[config.mk]
export PLATFORM = sky130hd
export DESIGN_NAME = instruction_fetch
export DESIGN_NICKNAME = d
export VERILOG_FILES = /design/src/rtl/instruction_fetch.sv
export SDC_FILE = /design/constraint.sdc
export NUM_CORES = 1
export LEC_CHECK = 0
export BUFFER_PORTS_ARGS = -buffer_cell sky130_fd_sc_hd__buf_2
export CAP_MARGIN = 20
export CORE_MARGIN = 2
export CORE_UTILIZATION = 46
export DETAILED_ROUTE_END_ITERATION = 10
export PLACE_DENSITY = 0.82
export SKIP_LAST_GASP = 1
export SLEW_MARGIN = 20
export SYNTH_ARGS = -nofsm -noshare
export SYNTH_HDL_FRONTEND = slang
export SYNTH_SLANG_ARGS = --single-unit
[constraint.sdc]
create_clock -name clk -period 2.53 [get_ports clk]
set_input_delay 0.1265 -clock clk [delete_from_list [all_inputs] [get_ports clk]]
set_output_delay 0.1265 -clock clk [all_outputs]
set_load 0.01 [all_outputs]
[src/rtl/instruction_fetch.sv]
// rtl/instruction_fetch.sv - single-outstanding instruction fetch stage with hold register for decode
// Fetches one word at PC, holds it until decode consumes it, then advances or redirects PC.
module instruction_fetch #(
  parameter logic [31:0] RESET_PC = 32'h0040_0000,
  parameter int unsigned TIMEOUT  = 255
) (
  input  logic        clk,
  input  logic        reset,
  input  logic        Stall_i,
  input  logic        Branch_Taken_i,
  input  logic [31:0] Branch_Target_i,
  output logic        Imem_Req_o,
  output logic [31:0] Imem_Addr_o,
  input  logic        Imem_Ack_i,
  input  logic [31:0] Imem_Data_i,
  output logic        Instr_Valid_o,
  output logic [31:0] Instr_o,
  output logic [6:0]  OP_o,
  output logic [31:0] PC_o,
  output logic [31:0] PC_Plus4_o,
  output logic [31:0] Retired_o,
  output logic        Misalign_o,
  output logic        Timeout_o
);

  localparam logic [31:0] TIMEOUT_W = 32'(TIMEOUT);
  localparam logic [31:0] NOP       = 32'h0000_0013;

  typedef enum logic [1:0] {S_IDLE, S_REQ, S_HOLD} state_t;

  state_t      state;
  state_t      state_next;
  logic [31:0] pc;
  logic [31:0] wait_cnt;
  logic [31:0] wait_inc;
  logic        consume;

  assign consume     = (state == S_HOLD) && !Stall_i;
  assign wait_inc    = (wait_cnt == TIMEOUT_W) ? wait_cnt : wait_cnt + 32'd1;
  assign Imem_Addr_o = pc;
  assign PC_o        = pc;
  assign PC_Plus4_o  = pc + 32'd4;
  assign OP_o        = Instr_o[6:0];

  always_ff @(posedge clk) begin
    if (!reset) begin
      state <= S_IDLE;
    end else begin
      state <= state_next;
    end
  end

  always_comb begin
    state_next = state;
    case (state)
      S_IDLE:  state_next = S_REQ;
      S_REQ:   if (Imem_Ack_i) state_next = S_HOLD;
      S_HOLD:  if (!Stall_i) state_next = S_REQ;
      default: state_next = S_IDLE;
    endcase
  end

  always_comb begin
    Imem_Req_o    = 1'b0;
    Instr_Valid_o = 1'b0;
    case (state)
      S_REQ:   Imem_Req_o    = 1'b1;
      S_HOLD:  Instr_Valid_o = 1'b1;
      default: ;
    endcase
  end

  always_ff @(posedge clk) begin
    if (!reset) begin
      pc         <= RESET_PC;
      Instr_o    <= NOP;
      Retired_o  <= 32'd0;
      wait_cnt   <= 32'd0;
      Misalign_o <= 1'b0;
      Timeout_o  <= 1'b0;
    end else begin
      if (state == S_REQ && Imem_Ack_i) begin
        Instr_o <= Imem_Data_i;
      end
      if (consume) begin
        pc        <= Branch_Taken_i ? {Branch_Target_i[31:2], 2'b00} : pc + 32'd4;
        Retired_o <= Retired_o + 32'd1;
        if (Branch_Taken_i && (Branch_Target_i[1:0] != 2'b00)) begin
          Misalign_o <= 1'b1;
        end
      end
      // Counter idles at zero outside REQ, so every entry to REQ starts a fresh count.
      if (state != S_REQ) begin
        wait_cnt <= 32'd0;
      end else if (!Imem_Ack_i) begin
        wait_cnt <= wait_inc;
        if (wait_inc == TIMEOUT_W) begin
          Timeout_o <= 1'b1;
        end
      end
    end
  end

endmodule

### Word level (Yosys, flattened, before mapping)

Cells that the tools add are included.
Widths: inputs -> output; s select.

* flip-flop bits (word level): 132
* input port bits: 69
* output and inout bits: 171

* add/subtract/negate cells: 3
* equal/unequal tests: 7
* muxes and demuxes: 7
* bitwise gates (word level): 3
* reduce and logical (&&, ||, !) cells: 10

Operator list (number)
* $add 32x1->32 const B: 2
* $eq 32x8->1 const B: 2
* $mux 32: 2
* $add 32x3->32 const B: 1
* $pmux 2 s3: 1
* $mux 2: 2
* $ne 2x2->1 const B: 2
* $reduce_and 2->1: 2
* $logic_and 1x1->1: 3
* $not 1->1: 3
* $reduce_and 3->1: 1
* $eq 2x1->1 const B: 1
* $eq 2x2->1 const B: 1
* $logic_not 2->1: 1
* $mux 1: 2
* $ne 2x1->1 const B: 1
* $reduce_bool 2->1: 1
* $reduce_or 2->1: 1
* $logic_not 1->1: 1

### Longest topological paths before layout

* depth after elaboration: 4
* mapped depth: 10
* depth with buffers taken out: 8

### Worst setup path before layout

Ideal clock, no wire load.

* path kind: register to register
* start: reg pc[2] (netlist: Imem_Addr_o[2])
* end: reg pc[26] (netlist: Imem_Addr_o[26])
* data arrival time: 2.378 ns
* required time: 2.443 ns
* setup slack: 0.065 ns
* stages on the path, launching flop included: 10
* path buffers: 1
* period minus slack after synthesis: 2.465 ns
* cells stage by stage: dfxtp_1 ha_1 nand4_1 nor3_1 and3_1 clkbuf_1 nand4_1 xnor2_1 nor2_1 o31ai_1

* word-level cells in the longest chain between the ends: 2

RTL lines
* start: declaration: line 33 `logic [31:0] pc;`
* start signal: assignment: line 86 `pc <= Branch_Taken_i ? {Branch_Target_i[31:2], 2'b00} : pc + 32'd4;`
* $add 32x3->32
* net PC_Plus4_o[26]: line 20 `output logic [31:0] PC_Plus4_o,`
* $mux 32: line 86

The timed path passes the listed nets, and every way through them passes these cells.
A chain may end at the register's enable or synchronous reset.

### Worst setup path in the final report

* start: reg pc[9] (netlist: Imem_Addr_o[9])
* end: out PC_Plus4_o[28]

* word-level cells in the longest chain between the ends: 1

RTL lines
* $add 32x3->32: line 42 `assign PC_Plus4_o = pc + 32'd4;`
* end: declaration: line 20

Every way passes these cells.

==> results.json <==
{
  "status": "finished clean",
  "grt_max_degree": 103,
  "die_h_um": 130,
  "viasPerCell": 5.30,
  "r2r_start": "state[1]",
  "regToRegSetupSlack_ps": 150,
  "vias": 7211,
  "die_area_mm2": 0.0168,
  "final_hold_viol_count": 0,
  "synth_warnings": 0,
  "p_clk_frac": 0.491,
  "syn_inst": 922,
  "crit_required_ps": 2400,
  "antenna_found_initial": 0,
  "netSwitchingFraction": 0.235,
  "design_area_mm2": 0.00935,
  "worstSetupEndpoint": "PC_Plus4_o[28]",
  "ys.flop_type": "dfxtp_1",
  "numClockSinks": 130,
  "crit_path_start": "Imem_Addr_o[9]",
  "grt_overflow": 0,
  "fin_crit_sh": 0.969,
  "grt_usage": 0.233,
  "clk_latency_ps": 410,
  "worstPathMaxFanout": 7,
  "r2r_end": "Retired_o[31]",
  "maxCapViolCount": 0,
  "power_density_mw_per_mm2": 527,
  "firstDrtPassIters": 5,
  "p_seq_frac": 0.429,
  "clock_path_buffers": 2,
  "port-buffer-count": 233,
  "area_growth_pct": 28.5,
  "ir_drop_v": 0.000436,
  "synth-seq-cells": 130,
  "finalMaxSlewViolations": 0,
  "grt_first_pass_wirelength_um": 31600,
  "ant_nets": 0,
  "ys_seq_area_frac": 0.358,
  "synth_edf_count": 0,
  "rr_worst_depth": 7,
  "cts_buffers": 17,
  "final_common_cell": "buf_2",
  "synth_cell_types": 61,
  "critPathCaptureType": "output port",
  "syn_area_mm2": 0.00727,
  "ys_async_sr_fraction": 0,
  "cp_cell_sequence": "nand4_1 > buf_4 > nor3_2 > and3_4 > and3_2 > xor2_1 > buf_2",
  "p_sw_mw": 1.16,
  "worst_slack_ps": 79.1,
  "mostFrequentLayoutCells": "233 x buf_2, 129 x nand2_1, 127 x dfxtp_1",
  "p_int_mw": 3.76,
  "cts_tree": "built",
  "min-delay-path-class": "primary input to flip-flop",
  "cts.clk_slew.worst_paths_ps": 60,
  "avgSynthCellArea_um2": 7.89,
  "dpl_cell_area_mm2": 0.00838,
  "grt_pass1_vias": 6455,
  "dp_slack_ps": 129,
  "fmax_ghz": 0.408,
  "dpl.cell_count": 1295,
  "drive_above_1_share": 0.279,
  "root_buffer": "clkbuf_16",
  "hpwl_um": 13900,
  "worst_pin_slew_ps": 906,
  "comb_power_share": 0.080,
  "start_util": 0.475,
  "drt_iter0_drc": 505,
  "cpPeakStageDelay_ps": 370,
  "setup_viol": 0,
  "cp.arrival_ps": 2320,
  "skew_ps": 7.48,
  "nets": 1208,
  "cpMaxStageDelayCell": "dfxtp_2",
  "cp-start-kind": "flip-flop",
  "cts.htree.levels": 4,
  "layout_min_cycle_time_ps": 2450,
  "wirelength_um": 20300,
  "rsz0062_at_grt": "yes",
  "crit_type": "flip-flop to output port",
  "relSlewSlack": 0.396,
  "wl_per_cell_um": 14.9,
  "drc": 0,
  "finalNonFillerCells": 1360,
  "core_mm2": 0.0153,
  "rows": 45,
  "die_w_um": 130,
  "p_leak_nw": 4.09,
  "ioPinCount": 240,
  "gp_congestion": 0.958,
  "nFillCells": 1382,
  "insertedDiodeCount": 0
}
-- per-stage QoR --
step	power [mW]	hold slack [ps]	TNS (ps)	util
floorplan	2.37	251	0	-
global route	5.11	32.7	-11.8	0.610
global placement	2.50	335	0	0.547
finish	4.92	20.3	0	0.610
detailed placement	2.50	343	0	0.547
CTS	4.97	3.52	0	0.608
-- final cells by class --
| type | instances | area (um^2) | area share |
|---|---|---|---|
| multi-input cells | 679 | 4120 | 0.440 |
| flip-flops and latches | 130 | 2610 | 0.279 |
| repair buffers | 298 | 1730 | 0.186 |
| clock buffers | 20 | 457 | 0.0489 |
| well taps | 211 | 264 | 0.0282 |
| clock inverters | 12 | 133 | 0.0142 |
| inverters | 10 | 37.5 | 0.00402 |
-- timing repair --
item | 4_1_cts | 5_1_grt
hold buffers | 32 | 0
setup endpoints to repair | 7 | 11
pin swaps | 0 | 3
hold endpoints to repair | 32 | 0
cloned | 0 | 0
buffers inserted | 0 | 1
gates resized for setup | 7 | 8
-- power groups by stage --
stage               Combinational [mW]  Clock (mW)  Sequential, mW
floorplan                        0.197           0            2.17
global placement                 0.343           0            2.15
detailed placement               0.347           0            2.16
CTS                              0.386        2.47            2.11
global route                     0.431        2.57            2.12
finish                           0.391        2.42            2.11
-- logic make-up (layout without fill, tap and decap cells) --
logic type               Yosys count  after routing  synth area share
flip-flops                       130            130             0.358
AO/OA/AOI/OAI                    150            150             0.138
AND/OR/NAND/NOR                  419            419             0.290
adder cells (fa/ha/maj)            3              3           0.00516
buffers and inverters            118            340            0.0852
other                              1              6          0.000516
XOR/XNOR                          93             93             0.112
multiplexers                       8              8            0.0110
-- registers in the layout, indices dropped and copies added (netlist names) --
name,flops
wait_cnt,32
Timeout_o,1
Instr_o,32
Retired_o,32
Misalign_o,1
Imem_Addr_o,30
state,2
-- how the worst min path moves through the flow --
| stage | startpoint | end | slack, ps | depth (start not counted) |
|---|---|---|---|---|
| floorplan | Imem_Data_i[0] | Instr_o[0] | 250 | 2 |
| global placement | Imem_Data_i[4] | Instr_o[4] | 330 | 3 |
| detailed placement | Imem_Data_i[1] | Instr_o[1] | 340 | 3 |
| CTS | Branch_Target_i[25] | Imem_Addr_o[25] | 4 | 3 |
| global route | Branch_Target_i[25] | Imem_Addr_o[25] | 30 | 3 |
| finish | Branch_Target_i[25] | Imem_Addr_o[25] | 20 | 3 |
-- routing by layer --
layer | track usage | vias up | part of all wire
li1 | - | 3540 | -
met1 | 0.279 | 3355 | 0.42
met2 | 0.396 | 284 | 0.49
met3 | 0.0615 | 32 | 0.067
met4 | 0.0961 | 0 | 0.023
met5 | 0 | - | 0
-- Yosys cell counts, types with 8 or more instances --
| cell | number | area share |
|---|---|---|
| a21boi_0 | 37 | 0.038 |
| clkbuf_1 | 58 | 0.030 |
| dfxtp_1 | 130 | 0.36 |
| and2_1 | 42 | 0.036 |
| nor2b_1 | 14 | 0.012 |
| a22oi_1 | 9 | 0.0093 |
| nand2_1 | 129 | 0.067 |
| nand4_1 | 30 | 0.026 |
| nor3_1 | 18 | 0.012 |
| nand3_1 | 40 | 0.028 |
| o21ai_0 | 41 | 0.028 |
| inv_1 | 9 | 0.0046 |
| nor4_1 | 15 | 0.013 |
| or3_1 | 8 | 0.0069 |
| xor2_1 | 38 | 0.046 |
| and3_1 | 22 | 0.019 |
| nor2_1 | 73 | 0.038 |
| o31ai_1 | 11 | 0.011 |
| xnor2_1 | 55 | 0.066 |
| a21oi_1 | 17 | 0.012 |
| mux2i_1 | 8 | 0.011 |
| buf_4 | 44 | 0.045 |
-- worst max-delay path, delay by kind of cell (launching register included) --
| family | cells | cell delay [ps] |
|---|---|---|
| xor gates and xnor gates | 1 | 220 |
| buffers and inverters | 2 | 370 |
| DFF | 1 | 370 |
| and+or+nand+nor | 4 | 960 |
Note: power is estimated with default switching activity, not from simulation.
